## config.mk

```make
export PLATFORM = sky130hd
export DESIGN_NAME = seg7_msg_sequencer
export DESIGN_NICKNAME = d
export VERILOG_FILES = /design/src/rtl/seg7_msg_sequencer.sv
export SDC_FILE = /design/constraint.sdc
export NUM_CORES = 1
export LEC_CHECK = 0
export ABC_CLOCK_PERIOD_IN_PS = 4800
export CAP_MARGIN = 15
export CORE_MARGIN = 10
export CORE_UTILIZATION = 25
export CTS_CLUSTER_DIAMETER = 80
export DETAILED_ROUTE_END_ITERATION = 6
export GPL_TIMING_DRIVEN = 0
export PLACE_DENSITY_LB_ADDON = 0.1
export SKIP_CTS_REPAIR_TIMING = 1
export SYNTH_ARGS = -nofsm -noshare
export SYNTH_HDL_FRONTEND = slang
export SYNTH_SLANG_ARGS = --single-unit
```

## constraint.sdc

```tcl
create_clock -name clk_2 -period 4.8 [get_ports clk_2]
set_clock_uncertainty 0.05 [all_clocks]
set_input_delay 0.96 -clock clk_2 [delete_from_list [all_inputs] [get_ports clk_2]]
set_output_delay 0.96 -clock clk_2 [all_outputs]
set_load 0.05 [all_outputs]
```

## src/rtl/seg7_msg_sequencer.sv

```systemverilog
// seg7_msg_sequencer: steps a stored message of character codes onto one
// 7-segment display. Each character is shown for DWELL cycles and is followed
// by GAP blank cycles. The run can stop at the end or loop back to the start.
// Optional build macro SEG_DOT_EN: lights the dot (SEG[7]) while the last
// character of the message is shown.
module seg7_msg_sequencer #(
    parameter int MSG_DEPTH = 16,
    parameter int CODE_W    = 6,
    parameter int DWELL     = 2,
    parameter int GAP       = 1,
    localparam int AW       = $clog2(MSG_DEPTH)
) (
    input  logic              clk_2,
    input  logic              rst_n,
    input  logic              wr_en,
    input  logic [AW-1:0]     wr_addr,
    input  logic [CODE_W-1:0] wr_code,
    input  logic [AW:0]       msg_len,
    input  logic              start,
    input  logic              stop,
    input  logic              loop_en,
    output logic              busy,
    output logic              done,
    output logic [AW-1:0]     char_idx,
    output logic [7:0]        SEG
);

    localparam int CNT_MAX = (DWELL > GAP) ? DWELL : GAP;
    localparam int CNT_W   = (CNT_MAX > 1) ? $clog2(CNT_MAX) : 1;
    localparam logic [CNT_W-1:0] DWELL_LAST = CNT_W'(DWELL - 1);
    localparam logic [CNT_W-1:0] GAP_LAST   = CNT_W'((GAP > 0) ? GAP - 1 : 0);
    localparam logic [AW:0]      DEPTH_L    = (AW + 1)'(MSG_DEPTH);

    typedef enum logic [1:0] {S_IDLE, S_SHOW, S_GAP} state_t;

    state_t            state, state_nxt;
    logic [AW-1:0]     idx, idx_nxt;
    logic [AW:0]       len_q, len_nxt;
    logic [CNT_W-1:0]  cnt, cnt_nxt;
    logic              done_nxt;
    logic              adv;
    logic [CODE_W-1:0] msg_buf [MSG_DEPTH];

    // Character code to gfedcba segment pattern; unknown codes show a dash.
    function automatic logic [6:0] decode(input logic [CODE_W-1:0] code);
        logic [6:0] s;
        case (int'(code))
            0:  s = 7'h3F;  1:  s = 7'h06;  2:  s = 7'h5B;  3:  s = 7'h4F;
            4:  s = 7'h66;  5:  s = 7'h6D;  6:  s = 7'h7D;  7:  s = 7'h07;
            8:  s = 7'h7F;  9:  s = 7'h6F;  10: s = 7'h77;  11: s = 7'h7C;
            12: s = 7'h39;  13: s = 7'h5E;  14: s = 7'h79;  15: s = 7'h71;
            16: s = 7'h77;  // A
            17: s = 7'h7C;  // b
            18: s = 7'h39;  // C
            19: s = 7'h58;  // c
            20: s = 7'h5E;  // d
            21: s = 7'h79;  // E
            22: s = 7'h71;  // F
            23: s = 7'h6F;  // g
            24: s = 7'h76;  // H
            25: s = 7'h74;  // h
            26: s = 7'h30;  // I
            27: s = 7'h10;  // i
            28: s = 7'h1E;  // J
            29: s = 7'h38;  // L
            30: s = 7'h54;  // n
            31: s = 7'h3F;  // O
            32: s = 7'h5C;  // o
            33: s = 7'h73;  // P
            34: s = 7'h67;  // q
            35: s = 7'h50;  // r
            36: s = 7'h6D;  // S
            37: s = 7'h78;  // t
            38: s = 7'h3E;  // U
            39: s = 7'h1C;  // u
            40: s = 7'h6E;  // y
            41: s = 7'h63;  // degree
            default: s = 7'h40;
        endcase
        return s;
    endfunction

    // Message buffer: writable in every state, cleared by reset.
    always_ff @(posedge clk_2 or negedge rst_n) begin
        if (!rst_n) begin
            for (int i = 0; i < MSG_DEPTH; i++) msg_buf[i] <= '0;
        end else if (wr_en) begin
            msg_buf[wr_addr] <= wr_code;
        end
    end

    // Sequencer state register.
    always_ff @(posedge clk_2 or negedge rst_n) begin
        if (!rst_n) begin
            state <= S_IDLE;
            idx   <= '0;
            len_q <= '0;
            cnt   <= '0;
            done  <= 1'b0;
        end else begin
            state <= state_nxt;
            idx   <= idx_nxt;
            len_q <= len_nxt;
            cnt   <= cnt_nxt;
            done  <= done_nxt;
        end
    end

    // Next-state logic; the dwell/gap counter restarts on every state entry,
    // including SHOW->SHOW when there is no gap.
    always_comb begin
        state_nxt = state;
        idx_nxt   = idx;
        len_nxt   = len_q;
        cnt_nxt   = cnt + 1'b1;
        done_nxt  = 1'b0;
        adv       = 1'b0;
        case (state)
            S_IDLE: begin
                cnt_nxt = '0;
                if (start && !stop && msg_len != '0) begin
                    state_nxt = S_SHOW;
                    idx_nxt   = '0;
                    len_nxt   = (msg_len > DEPTH_L) ? DEPTH_L : msg_len;
                end
            end
            S_SHOW: begin
                if (stop) begin
                    state_nxt = S_IDLE;
                    idx_nxt   = '0;
                    cnt_nxt   = '0;
                end else if (cnt == DWELL_LAST) begin
                    if (GAP > 0) begin
                        state_nxt = S_GAP;
                        cnt_nxt   = '0;
                    end else begin
                        adv = 1'b1;
                    end
                end
            end
            S_GAP: begin
                if (stop) begin
                    state_nxt = S_IDLE;
                    idx_nxt   = '0;
                    cnt_nxt   = '0;
                end else if (cnt == GAP_LAST) begin
                    adv = 1'b1;
                end
            end
            default: state_nxt = S_IDLE;
        endcase
        if (adv) begin
            cnt_nxt = '0;
            if ({1'b0, idx} < len_q - (AW + 1)'(1)) begin
                idx_nxt   = idx + 1'b1;
                state_nxt = S_SHOW;
            end else if (loop_en) begin
                idx_nxt   = '0;
                state_nxt = S_SHOW;
            end else begin
                state_nxt = S_IDLE;
                done_nxt  = 1'b1;
            end
        end
    end

    assign busy     = (state != S_IDLE);
    assign char_idx = idx;
    assign SEG[6:0] = (state == S_SHOW) ? decode(msg_buf[idx]) : 7'd0;
`ifdef SEG_DOT_EN
    assign SEG[7]   = (state == S_SHOW) && ({1'b0, idx} == len_q - (AW + 1)'(1));
`else
    assign SEG[7]   = 1'b0;
`endif

endmodule

```

# Word level (Yosys, flattened, before mapping)

Memories as Yosys holds them, arrays and structs flattened.
Index checks and enable logic that the tools add are counted.

Flip-flop bits (word level): 109
ROM bits: 448
Input port bits: 21
Output and inout bits: 14
Word-level logic and storage cells: 80
Memories: 1

Memories:

| name             | depth | bits a word | read ports | clocked after memory_dff | write ports | RTL line | source |
|---|---|---|---|---|---|---|---|
| (name not given) | 64    | 7           | 1          | 0                        | 0           | 47       | `case (int'(code))` |

Add/sub/neg operators: 3
Order comparisons: 5
Eq/ne operators: 5
Multiplexer cells: 33
Bitwise gates (word level): 2
Reductions and logical operators: 10

Operators with widths:

| operator                                                             | number |
|---|---|
| 96-bit bitwise mux                                                   | 1 |
| 6-bit binary-select mux with 4-bit select                            | 1 |
| 6-bit demux with 4-bit select                                        | 1 |
| 4-bit two-way mux                                                    | 5 |
| 6-bit two-way mux                                                    | 3 |
| 1-bit two-way mux                                                    | 12 |
| 5-bit greater-or-equal comparator, second input constant             | 2 |
| 2-bit two-way mux                                                    | 5 |
| 4-bit NOT with 5-bit output                                          | 2 |
| 4-bit one-hot mux with 2 select lines                                | 1 |
| 7-bit two-way mux                                                    | 1 |
| 3-bit inequality test, second input constant                         | 2 |
| 2-bit one-hot mux with 3 select lines                                | 1 |
| 5-bit greater-than comparator, second input constant                 | 1 |
| 4-bit by 5-bit < comparator with 1-bit output                        | 1 |
| 5-bit by 1-bit < comparator with 1-bit output, second input constant | 1 |
| 5-bit two-way mux                                                    | 1 |
| 5-bit nonzero test                                                   | 1 |
| 5-bit by 1-bit subtractor with 5-bit output, second input constant   | 1 |
| 4-bit by 1-bit adder with 4-bit output, second input constant        | 1 |
| 4-bit inequality test, second input constant                         | 1 |
| 1-bit logical AND                                                    | 3 |
| 1-bit one-hot mux with 3 select lines                                | 1 |
| 3-bit AND reduction                                                  | 1 |
| other kinds (8)                                                      | 8 |

# Depth between registers and ports, before layout

Gate-level depths: netlist of the first run.

Depth in word-level cells: 8
Mapped depth: 12
Mapped depth without buffers: 10

# Least setup slack after synthesis of the first run

No wires, ideal clock.

Kind: register to output
From: reg idx[0], in the netlist char_idx[0]
To: out SEG[0]
Arrival time: 3.893 ns
Required time: 3.790 ns
Path slack: -0.103 ns
Cell stages (with the launch flop): 12
Path buffers: 4
Cells stage by stage: dfrtp_1 > buf_6 > buf_12 > buf_4 > mux4_2 > a22oi_1 > nand2_1 > ha_1 > clkbuf_1 > mux2i_1 > a21oi_1 > o32ai_1

Longest elaborated chain between the ends: 6

RTL lines:

| item                                                  | RTL line | source |
|---|---|---|
| start: declaration                                    | 37       | `logic [AW-1:0] idx, idx_nxt;` |
| start signal: assignment                              | 102      | `idx <= idx_nxt;` |
| 4-bit NOT with 5-bit output (implied by the code)     | 169      | `assign SEG[6:0] = (state == S_SHOW) ? decode(msg_buf[idx]) : 7'd0;` |
| 6-bit binary-select mux with 4-bit select             | 169      |  |
| 6-bit two-way mux (implied by the code) (2 in series) | 169      |  |
| memory 64 x 7 bit                                     | --       |  |
| 7-bit two-way mux                                     | 169      |  |
| end: declaration                                      | 25       | `output logic [7:0] SEG` |

No other way between the ends. The select of a mux whose other input is x is not followed.

# Final worst setup path of the first run

From: reg idx[0], in the netlist char_idx[0]
To: out SEG[6]

Same word-level chain as after synthesis.

==> results of run 1 <==
[layer usage]
layer | vias to the layer above | global-route usage [%] | share of wire (%)
met5 | - | 0 | 0
met4 | 0 | 2.46 | 0.56
met3 | 5 | 1.91 | 2.8
met2 | 61 | 17.3 | 48
met1 | 2079 | 14.5 | 48
li1 | 1843 | - | -
[power by group]
group / leakage [nW] / total [mW] / internal [mW] / switching, mW
Clock: 0.134 / 0.742 / 0.400 / 0.342
Sequential: 1.35 / 1.26 / 1.14 / 0.121
Combinational: 1.39 / 1.69 / 0.753 / 0.938
Total: 2.88 / 3.69 / 2.29 / 1.40
[area by class of cell]
cell class / count / area share (%)
clock inverters: 4 / 0.728
multi-input cells: 321 / 43.0
well taps: 319 / 5.66
inverters: 15 / 0.799
plain buffers: 28 / 2.52
flip-flops and latches: 109 / 38.7
repair buffers: 40 / 5.40
clock buffers: 10 / 3.25
[synthesized netlist by cell type, types with 3 or more instances]
library cell / count / area share [%]
nand2b_1: 8 / 0.84
inv_1: 14 / 0.89
nor3b_1: 3 / 0.38
buf_6: 3 / 0.57
dfrtp_1: 109 / 46
mux4_1: 3 / 1.3
o211ai_1: 4 / 0.51
or3_1: 3 / 0.32
nand2_1: 27 / 1.7
a22o_1: 3 / 0.44
a221oi_4: 3 / 1.3
nand3_1: 3 / 0.25
buf_2: 6 / 0.51
a32o_1: 3 / 0.51
mux4_2: 18 / 6.8
o21a_1: 3 / 0.38
nor2_1: 28 / 1.8
a21oi_1: 17 / 1.4
xnor2_1: 3 / 0.44
a21o_1: 3 / 0.38
o22ai_1: 3 / 0.32
mux2_2: 99 / 19
mux2i_1: 10 / 1.7
ha_1: 17 / 3.6
nor2b_1: 5 / 0.53
a31oi_1: 4 / 0.42
a22oi_1: 3 / 0.38
clkbuf_1: 17 / 1.1
nor3_1: 5 / 0.42
o21ai_0: 13 / 1.1
[worst max path at each step]
stage                      startpoint      to  slack [ps]
after detailed placement  char_idx[1]  SEG[6]        -760
after global placement          rst_n    done       -1720
after floorplan           char_idx[0]  SEG[2]         110
final                     char_idx[0]  SEG[6]         150
after global routing      char_idx[0]  SEG[3]          -9
after CTS                 char_idx[1]  SEG[6]       -1160
[stage by stage]
stage	setup WS (ps)	power, mW
detailed placement	-757	2.93
finish	152	3.69
CTS	-1160	3.70
global placement	-1720	2.92
floorplan	111	2.47
global route	-9.12	3.94
[kinds of logic after synthesis]
logic type                 share of synthesized area [%]
muxes                                               28.6
DFF                                                 46.0
and+or+nand+nor                                     7.25
AOI/OAI and AO/OA                                   10.4
buffers and inverters                               3.69
adders and majority gates                           3.58
xor gates and xnor gates                           0.443
other                                             0.0632
[state kept, by name, summed over array words and instances (netlist names)]
name / cells
char_idx: 4
len_q: 5
state: 2
msg_buf: 96
cnt: 1
done: 1
==> out/metrics.yaml, run 1 <==
multi_input_area_um2: 3030
path_buf_inv: 4
die_height_um: 174
max_clock_freq_ghz: 0.215
yosysUniqueCellTypes: 56
slew_violations: 0
die_x_um: 174
r2r.worst_path.cells: 10
core_area_um2: 23400
holdWs_ps: 454
grt_pass1_vias: 4165
vias: 3988
post-place-cells: 827
gr-usage-all-layers_pct: 10.7
clk_path_buf_depth: 2
pin_count: 35
nets: 562
reg2reg_from: "len_q[0]"
power_density_nw_per_um2: 524
finalHoldViolations: 0
firstDrtPassIters: 4
finalNonFillerCells: 846
wirelength_um: 15900
async_flop_share_pct: 100
critical_path_arrival_ps: 3640
vias_per_cell: 4.71
die_area_um2: 30300
syn_area_per_cell_um2: 12.5
worstSkewPairLatency_ps: 350
tns_ps: 0
cts_root_buffer: "clkbuf_16"
yosysSeqAreaShare_pct: 46.0
max_stage_delay_ps: 540
ys_warn_count: 0
end_kind: "output port"
hold_path.class: "reg2reg"
slowest_stage: "mux4_2"
irDropWorstVdd_mv: 0.186
final_area_um2: 7050
fin_crit_sh_pct: 96.8
final_common_cell: "dfrtp_1"
synth_seq_cells: 109
setup_viol: 0
cts_tree: "done"
final_util_pct: 30.1
gp_congestion: 0.803
io_buffers: 33
regToRegSetupSlack_ps: 2280
synth_edf_count: 0
diodes: 0
drcViolationCount: 0
nFillCells: 2449
worstSetupPathDepth: 11
cts_htree_levels: 3
max-slew-margin-rel_pct: 47.8
reg2reg_to: "char_idx[2]"
ant_nets: 0
wl_per_cell_um: 18.8
path_cells: "buf_6 > buf_12 > mux4_2 > a22o_1 > a221oi_4 > inv_2 > ha_1 > and3_1 > or4_1 > a31oi_2 > buf_6"
period_needed_ps: 4650
syn_area_um2: 5930
synthFlopType: "dfrtp_1"
status: "finished clean"
crit_top_cell: "buf_6"
critPathRequiredTime_ps: 3790
worstSetupStartpointType: "flip-flop"
place_area_um2: 6710
grt.overflow.total: 0
clk_pin_slew_ps: 80
worst_pin_slew_ps: 780
min_delay_path_depth: 1
first_iter_violations: 312
core.rowCount: 56
p_leak_nw: 2.88
synthCells: 474
start_util_pct: 25.4
grt_start_max_net_pins: 57
layout-drive-gt1-share_pct: 32.6
area_delta_synth_final_pct: 18.8
post-dp-hpwl_um: 11800
worst_path_dominant_cell_family: "compound AO/OA/AOI/OAI gates"
hold_start: "msg_buf[57]"
antenna_found_initial: 0
final-seq-area_um2: 2730
mappedNetlistNets: 512
cts_made_buffers: 9
grt_pass1_wl_um: 25200
final_cell_mix: "dfrtp_1, mux2_2, nor2_1"
critical_path.max_fanout: 10
worstHoldEndpoint: "msg_buf[57]"
maxCapViolations: 0
cts_sinks: 109
crit_type: "reg2out"
Note: power is estimated with default switching activity, not from simulation.
==> run 2, diff against run 1 <==
--- a/config.mk
+++ b/config.mk
@@ -7,6 +7,8 @@
 export LEC_CHECK = 0
 export ABC_CLOCK_PERIOD_IN_PS = 4800
 export CAP_MARGIN = 15
+export CELL_PAD_IN_SITES_DETAIL_PLACEMENT = 0
+export CELL_PAD_IN_SITES_GLOBAL_PLACEMENT = 1
 export CORE_MARGIN = 10
 export CORE_UTILIZATION = 25
 export CTS_CLUSTER_DIAMETER = 80
==> run 2 against run 1 <==
Effect of this change:
- via count fell by 1.5%
- register-to-register slack improved by 50 ps
- global-route usage increased by 0.30 points
- routed wire length is 2.8% higher
- cell count grew 0.12%
- sequential power about the same
- setup slack worse by 1.8 ps
- non-clock buffer count is 1 lower
- combinational power about the same
- sequential share of layout area shrank 0.078 points
- critical path type unchanged
- largest power group unchanged
- highest routed layer unchanged
==> out/metrics.yaml, run 2 (synthesis gave the netlist of run 1 again) <==
status: "finished clean"
regMostFlops: "msg_buf"
irDropWorstVdd_mv: 0.210
critical_path.max_fanout: 10
core_area_um2: 23400
antenna_found_initial: 0
hold_path.class: "in2async"
max-slew-margin-rel_pct: 40.5
gr-usage-all-layers_pct: 11.0
core.rowCount: 56
holdWs_ps: 398
gp_congestion: 0.746
period_needed_ps: 4650
fin_crit_sh_pct: 96.9
wl_per_cell_um: 19.4
final_util_pct: 30.2
post-place-cells: 827
largest_reg_flops: 96
grt_start_max_net_pins: 89
cts_sinks: 109
area_delta_synth_final_pct: 19.1
die_height_um: 174
diodes: 0
firstDrtPassIters: 4
cts_tree: "done"
finalHoldViolations: 0
power_density_nw_per_um2: 521
clk_pin_slew_ps: 70
end_kind: "output port"
max_clock_freq_ghz: 0.215
io_buffers: 33
p_leak_nw: 2.87
first_iter_violations: 262
maxCapViolations: 0
wirelength_um: 16400
grt_pass1_vias: 4156
cts_made_buffers: 9
vias_per_cell: 4.64
layout-drive-gt1-share_pct: 33.1
ant_nets: 0
final_common_cell: "dfrtp_1"
grt_pass1_wl_um: 25800
final_cell_mix: "dfrtp_1, mux2_2, nor2_1"
critical_path_arrival_ps: 3640
post-dp-hpwl_um: 12200
regToRegSetupSlack_ps: 2330
worstSetupStartpointType: "flip-flop"
start_util_pct: 25.4
reg2reg_from: "len_q[0]"
grt.overflow.total: 0
cts_htree_levels: 3
reg2reg_to: "char_idx[2]"
pin_count: 35
slew_violations: 0
die_area_um2: 30300
drcViolationCount: 0
nets: 561
crit_type: "reg2out"
finalNonFillerCells: 847
die_x_um: 174
clk_path_buf_depth: 2
critPathRequiredTime_ps: 3790
vias: 3927
r2r.worst_path.cells: 10
nFillCells: 2463
cts_root_buffer: "clkbuf_16"
setup_viol: 0
worst_pin_slew_ps: 889
worstSkewPairLatency_ps: 350
-- run 2: routing by layer --
metal / GRT usage (%) / vias to the layer above / part of all wire, %
met1: 14.8 / 2023 / 48
met3: 1.45 / 9 / 2.7
met5: 0 / - / 0
met4: 2.99 / 0 / 0.98
li1: - / 1845 / -
met2: 18.0 / 50 / 48
-- run 2: how the worst max path moves through the flow --
stage / slack (ps) / startpoint / end / cells past startpoint
after floorplan: 110 / char_idx[0] / SEG[2] / 12
after global placement: -1680 / rst_n / done / 1
after detailed placement: -860 / char_idx[1] / SEG[6] / 12
after CTS: -1260 / char_idx[1] / SEG[6] / 12
after global routing: -2 / char_idx[0] / SEG[6] / 11
final: 150 / char_idx[0] / SEG[6] / 11
-- run 2: worst max-delay path, cell delays in order, from the launching register on --
cell	delay, ps
dfrtp_1	390
buf_6	160
buf_12	170
mux4_2	540
a22o_1	300
a221oi_4	280
inv_2	90
ha_1	230
and3_1	170
or4_1	550
a31oi_2	220
buf_6	180
-- run 2: where the power goes --
group	switching, mW	leakage (nW)	internal [mW]
clock	0.334	0.139	0.397
combinational	0.930	1.39	0.756
sequential	0.125	1.35	1.14
-- run 2: cell type report --
class	instances	area (um^2)	share of cell area [%]
buffer	28	181	2.57
clock buffer	14	274	3.88
clock inverter	2	16.3	0.230
inverter	15	56.3	0.797
multi-input combinational	321	3040	43.0
sequential	109	2730	38.6
tap	319	399	5.65
timing repair buffer	39	375	5.31
-- run 2: stage by stage --
stage	setup WS [ps]	total power [mW]	setup TNS [ps]	area (um^2)
2_1_floorplan	111	2.47	0	5950
3_3_place_gp	-1680	2.93	-186620	6680
3_5_place_dp	-859	2.95	-5380	6710
4_1_cts	-1260	3.70	-8210	7000
5_1_grt	-2.32	3.94	-2.32	7070
6_report	150	3.68	0	7070
